[config.mk]
export PLATFORM = sky130hd
export DESIGN_NAME = uart_tx_feeder
export DESIGN_NICKNAME = d
export VERILOG_FILES = /design/src/rtl/uart_pkg.sv /design/src/rtl/uart_sync_fifo.sv /design/src/rtl/uart_tx_feeder.sv
export SDC_FILE = /design/constraint.sdc
export NUM_CORES = 1
export LEC_CHECK = 0
export ABC_AREA = 1
export CORE_UTILIZATION = 40
export CTS_BUF_LIST = sky130_fd_sc_hd__clkbuf_16
export CTS_CLUSTER_SIZE = 28
export DETAILED_ROUTE_END_ITERATION = 8
export MAX_ROUTING_LAYER = met4
export PLACE_DENSITY_LB_ADDON = 0.12
export SYNTH_ARGS = -nofsm -noshare
export SYNTH_HDL_FRONTEND = slang
export SYNTH_HIERARCHICAL = 1
export SYNTH_SLANG_ARGS = --single-unit
[constraint.sdc]
create_clock -name clk -period 2.9 [get_ports clk]
set_input_delay 0.435 -clock clk [delete_from_list [all_inputs] [get_ports clk]]
set_output_delay 0.435 -clock clk [all_outputs]
set_load 0.03 [all_outputs]
[src/rtl/uart_pkg.sv]
// uart_pkg: constants and feeder state encoding shared by the UART transmit and receive buffers
package uart_pkg;
   localparam int UART_DATA_W      = 9;
   localparam int UART_FIFO_DEPTH  = 16;
   localparam int UART_ACK_TIMEOUT = 64;
   typedef enum logic [1:0] {FD_IDLE, FD_LAUNCH, FD_WAIT_BUSY, FD_WAIT_DONE} feeder_state_t;
endpackage

[src/rtl/uart_sync_fifo.sv]
// uart_sync_fifo: single-clock FIFO; head word is always visible on rd_data with no read latency
module uart_sync_fifo import uart_pkg::*; #(
   parameter int DATA_W = UART_DATA_W,
   parameter int DEPTH  = UART_FIFO_DEPTH
) (
   input  logic                     clk,
   input  logic                     rst,
   input  logic                     push,
   input  logic [DATA_W-1:0]        wr_data,
   input  logic                     pop,
   output logic [DATA_W-1:0]        rd_data,
   output logic [$clog2(DEPTH):0]   count,
   output logic                     full,
   output logic                     empty
);
   localparam int AW = $clog2(DEPTH);
   logic [DATA_W-1:0] mem [DEPTH];
   logic [AW-1:0] wp, rp;
   logic do_push, do_pop;
   // count is the only occupancy source; pointers just wrap
   assign full    = count == (AW+1)'(DEPTH);
   assign empty   = count == '0;
   assign do_push = push && !full;
   assign do_pop  = pop && !empty;
   assign rd_data = mem[rp];
   always_ff @(posedge clk)
      if (do_push) mem[wp] <= wr_data;
   always_ff @(posedge clk) begin
      if (rst) begin
         wp    <= '0;
         rp    <= '0;
         count <= '0;
      end else begin
         if (do_push) wp <= wp + 1'b1;
         if (do_pop) rp <= rp + 1'b1;
         count <= count + (AW+1)'(do_push) - (AW+1)'(do_pop);
      end
   end
endmodule

[src/rtl/uart_tx_feeder.sv]
// uart_tx_feeder: buffers words and launches them one at a time into the UART transmitter,
// waiting for its busy handshake and flagging launches the transmitter never acknowledged
module uart_tx_feeder import uart_pkg::*; #(
   parameter int DATA_W      = UART_DATA_W,
   parameter int DEPTH       = UART_FIFO_DEPTH,
   parameter int ACK_TIMEOUT = UART_ACK_TIMEOUT
) (
   input  logic                    clk,
   input  logic                    rst,
   input  logic                    wr_valid,
   input  logic [DATA_W-1:0]       wr_data,
   output logic                    wr_ready,
   output logic                    uart_start,
   output logic [DATA_W-1:0]       uart_data,
   input  logic                    uart_busy,
   output logic [$clog2(DEPTH):0]  fifo_count,
   output logic                    fifo_empty,
   output logic                    tx_error,
   input  logic                    err_clr
);
   localparam int TW = $clog2(ACK_TIMEOUT);
   feeder_state_t state;
   logic [TW-1:0] timer;
   logic [DATA_W-1:0] head;
   logic full, start_q;
   assign wr_ready = !full;
   // reset must silence the launch pulse in the very cycle it is asserted
   assign uart_start = start_q && !rst;
   uart_sync_fifo #(.DATA_W(DATA_W), .DEPTH(DEPTH)) u_fifo (
      .clk(clk), .rst(rst), .push(wr_valid), .wr_data(wr_data), .pop(state == FD_LAUNCH),
      .rd_data(head), .count(fifo_count), .full(full), .empty(fifo_empty)
   );
   always_ff @(posedge clk) begin
      if (rst) begin
         state     <= FD_IDLE;
         timer     <= '0;
         start_q   <= 1'b0;
         uart_data <= '0;
         tx_error  <= 1'b0;
      end else begin
         start_q <= 1'b0;
         if (err_clr) tx_error <= 1'b0;
         case (state)
            FD_IDLE: if (!fifo_empty && !uart_busy) state <= FD_LAUNCH;
            FD_LAUNCH: begin
               uart_data <= head;
               start_q   <= 1'b1;
               timer     <= '0;
               state     <= FD_WAIT_BUSY;
            end
            FD_WAIT_BUSY:
               if (uart_busy) state <= FD_WAIT_DONE;
               else if (timer == TW'(ACK_TIMEOUT-1)) begin
                  tx_error <= 1'b1;
                  state    <= FD_IDLE;
               end else timer <= timer + 1'b1;
            FD_WAIT_DONE: if (!uart_busy) state <= FD_IDLE;
            default: state <= FD_IDLE;
         endcase
      end
   end
endmodule

==> metrics.log <==
INFO  metric status = finished clean
INFO  metric cts_hold_buf = 0
INFO  metric timing.clock.skew = 0.01024 ns
INFO  metric first_pass_iters = 5
INFO  metric cts.reportedPaths.clkPinSlew = 0.07 ns
INFO  metric syn_avg_cell_area = between 9 and 10 um2
INFO  metric antenna-diode-count = 0
INFO  metric grt_overflow_total = 0
INFO  metric floorplan.initialDensity = 0.4106
INFO  metric synth_top_flop_cell = edfxtp_1
INFO  metric crit-reg2reg-capture = u_fifo/count[4]$_SDFF_PP0_
INFO  metric routabilityCongestion = 0.8244
INFO  metric cts_sinks = 180
INFO  metric seq_area_frac_synth = 0.6292
INFO  metric design_power_total = ~7500 uW
INFO  metric drt_wl_total = 18120 um
INFO  metric startpoint_type = flop
INFO  metric place.detailed.hpwl = 11510 um
INFO  metric worstMarginPinSlew = 0.7068 ns
INFO  metric post_synth_fa_ha_maj_area_fraction = 0.02122
INFO  metric area_growth_syn_to_layout = 13.86%
INFO  metric grt_first_pass_wirelength = 28410 um
INFO  metric routed-via-count = 5486
INFO  metric worstSkewPairLatency = around 0.43 ns
INFO  metric initialDrtViolationCount = 347
INFO  metric routed_wire_length_per_instance = 15.60 um
INFO  metric slew_violations = 0
INFO  metric port_buffers = 31
INFO  metric cp_cell_sequence = inv_1 -> ha_1 -> nand4_1 -> inv_1 -> clkdlybuf4s50_1
INFO  metric timing.critical_path.arrival = 2.15 ns
INFO  metric fin_nets = 911
INFO  metric synthDominantCellAreaShare = 0.5393
INFO  metric cts.htree.levels = 4
INFO  metric crit_path_max_fanout = 5
INFO  metric power.internal = 4846 uW
INFO  metric synth_area_leader_cell = edfxtp_1
INFO  metric drc = 0
INFO  metric antenna_found_initial = 0
INFO  metric dieHeight = 143.6 um
INFO  metric grt_setup_unrepaired = no
INFO  metric timing.critical_path.from = u_fifo/count[2]$_SDFF_PP0_
INFO  metric setup.worst_path.end = fifo_empty
INFO  metric ys_warn_count = 6
INFO  metric power.combinational.fraction = 0.303
INFO  metric design.die.area = 20610 um2
INFO  metric worst_hold_path_class = reg -> reg
INFO  metric drv_cap = 0
INFO  metric mapped_cell_area = around 8000 um2
INFO  metric final_layout_size_suffix_gt1_frac = 0.07031
INFO  metric io_pins = 32
INFO  metric cts_inserted_buffers = 17
INFO  metric slew_headroom = 0.5273
INFO  metric synth-xor-area-share = 0.003277
INFO  metric synth-edff-count = around 140
INFO  metric synthArstFlopShare = 0
INFO  metric postSynthCellCount = 840
INFO  metric ant_nets_after_route = 0
INFO  metric power_switching = 2606 uW
INFO  metric cts_root_buf = clkbuf_16
INFO  metric critical_path.most_common_cell = inv_1
INFO  metric power.clock.fraction = 0.281
INFO  metric die_w = 143.6 um
INFO  metric final.setup.tns = 0 ns
INFO  metric worst_path_cell_with_the_longest_stage_delay = clkdlybuf4s50_1
INFO  metric synth.ff_latch_count = 180
INFO  metric worstHoldStart = tx_error$_SDFF_PP0_
INFO  metric tritoncts_clock_tree = yes
INFO  metric cp_data_required_time = about 2.5 ns
INFO  metric synth_top_family_by_area = simple AND/OR/NAND/NOR gates
INFO  metric power.density = just over 800 nW/um2
INFO  metric crit_path_max_incr_delay = around 0.70 ns
INFO  metric filler_cell_count = approximately 1900
INFO  metric net_count_synth = a little under 900
INFO  metric site_rows = around 50
INFO  metric core = 19530 um2
INFO  metric min_period = approximately 2.6 ns
INFO  metric grt.total_usage = 0.1951
INFO  metric synthMuxAreaShare = 0
INFO  metric cts_setup_buffers = 0
INFO  metric final.period_utilization = 0.8907
INFO  metric ir_drop = 512.9 uV
INFO  metric grt_max_degree = 73
INFO  metric power.share.sequential = 0.416
INFO  metric timing.reg2reg.setup_slack = 0.33 ns
INFO  metric synthDistinctLibCells = 29
INFO  metric yosys-top-cells-count = nand2_1, edfxtp_1, inv_1, nand3_1, nor2_1
INFO  metric most_used_standard_cell_by_instance_count_after_synthesis = nand2_1
INFO  metric power.share.switching = 0.3497
INFO  metric clock_tree.buffer_depth = 2
INFO  metric r2r_cells = 15
INFO  metric post_cts.resized_instances = 0
INFO  metric critical_path.endpoint_type = output pin
INFO  metric setup_viol = 0
INFO  metric simple_gate_portion_of_the_synthesized_area = 0.2277
INFO  metric worstReg2RegStart = u_fifo/count[2]$_SDFF_PP0_
INFO  metric complex_gate_fraction_of_the_synthesized_area = 0.01826
INFO  metric drt_via_density = ~4.7
INFO  metric static_leakage = about 0.0039 uW
INFO  metric highest_attainable_clock_frequency = 387.1 MHz
INFO  metric synth_area_leaders = edfxtp_1, nand2_1, dfxtp_1
INFO  metric kind_of_critical_path = reg -> out
INFO  metric finalHoldViolations = 0
INFO  metric number_of_global_route_vias_before_repair = 5331
## cell usage in the layout (no fill, tap or decap), types with 2 or more instances in the layout
master,n
nor2_1,67
xor2_1,3
clkdlybuf4s50_1,31
nand2_2,3
clkinv_1,4
a21oi_1,11
edfxtp_1,144
o21ai_0,16
clkinv_2,2
clkbuf_16,17
nand2_1,233
clkinvlp_4,2
nand3_1,123
inv_2,6
ha_1,12
nand4_1,3
buf_4,23
inv_1,145
clkinv_4,2
dfxtp_1,35
## worst min-delay path by stage
stage | endpoint | slack, ns | depth (start not counted)
after floorplan | timer[1]$_SDFFE_PP0P_ | 0.47 | 2
after global placement | tx_error$_SDFF_PP0_ | 0.46 | 2
after detailed placement | uart_data[4]$_SDFFE_PP0N_ | 0.48 | 2
after CTS | tx_error$_SDFF_PP0_ | 0.49 | 2
after global routing | tx_error$_SDFF_PP0_ | 0.51 | 2
final | tx_error$_SDFF_PP0_ | 0.48 | 2
## critical path: cells and delay by family, from the launching register on
| kind | cells | cell delay [ns] |
|---|---|---|
| fa+ha+maj | 1 | 0.18 |
| buf+inv | 3 | 0.98 |
| flops | 1 | 0.33 |
| simple gates | 1 | 0.23 |
## metal layers
metal  part of all wire  track usage  vias to the layer above  routed length, um
li1                   -            -                     2762                  -
met1               0.45       0.2388                     2616               8078
met2               0.50       0.3309                       87               9099
met3              0.039      0.03599                       21                704
met4              0.013      0.05263                        0                234
met5                  0            -                        -                  0
## area by class of cell
type                       count  area [um2]  share of cell area
multi-input combinational    480        2168              0.2375
tap                          265       331.6             0.03632
sequential                   180        5046              0.5528
timing repair buffer          54       483.0             0.05291
clock inverter                14       100.1             0.01096
clock buffer                  17       425.4             0.04660
inverter                     151       574.3             0.06291
## power by group through the flow
stage	logic, uW	registers (uW)	clock network, uW
after floorplan	1490	3270	0
final	2260	3100	2100
after global placement	2250	3140	0
after CTS	2290	3100	2140
after detailed placement	2280	3160	0
after global routing	2540	3120	2230
## through the flow
step | std cells | instance area, um2 | hold slack (ns) | setup slack, ns | util
floorplan | 840 | 8018 | 0.4704 | 0.4590 | -
global placement | 1130 | 8603 | 0.4569 | 0.3479 | 0.4406
detailed placement | 1130 | 8603 | 0.4769 | 0.3417 | 0.4406
CTS | 1161 | 9129 | 0.4896 | 0.3024 | 0.4675
global route | 1161 | 9129 | 0.5097 | 0.1116 | 0.4675
finish | 1161 | 9129 | 0.4783 | 0.3169 | 0.4675
## cells by family after synthesis
group	Yosys count
buffers and inverters	180
and+or+nand+nor	435
xor gates and xnor gates	3
DFF	180
adders and majority gates	13
AOI/OAI and AO/OA	29
## sequential cells by signal, summed over array words and instances, names as in the netlist, named ones only
register,count
start_q,1
u_fifo/count,5
u_fifo/mem,144
u_fifo/wp,4
timer,6
tx_error,1
state,2
u_fifo/rp,4
uart_data,9
Power figures use the tool's default switching activity.
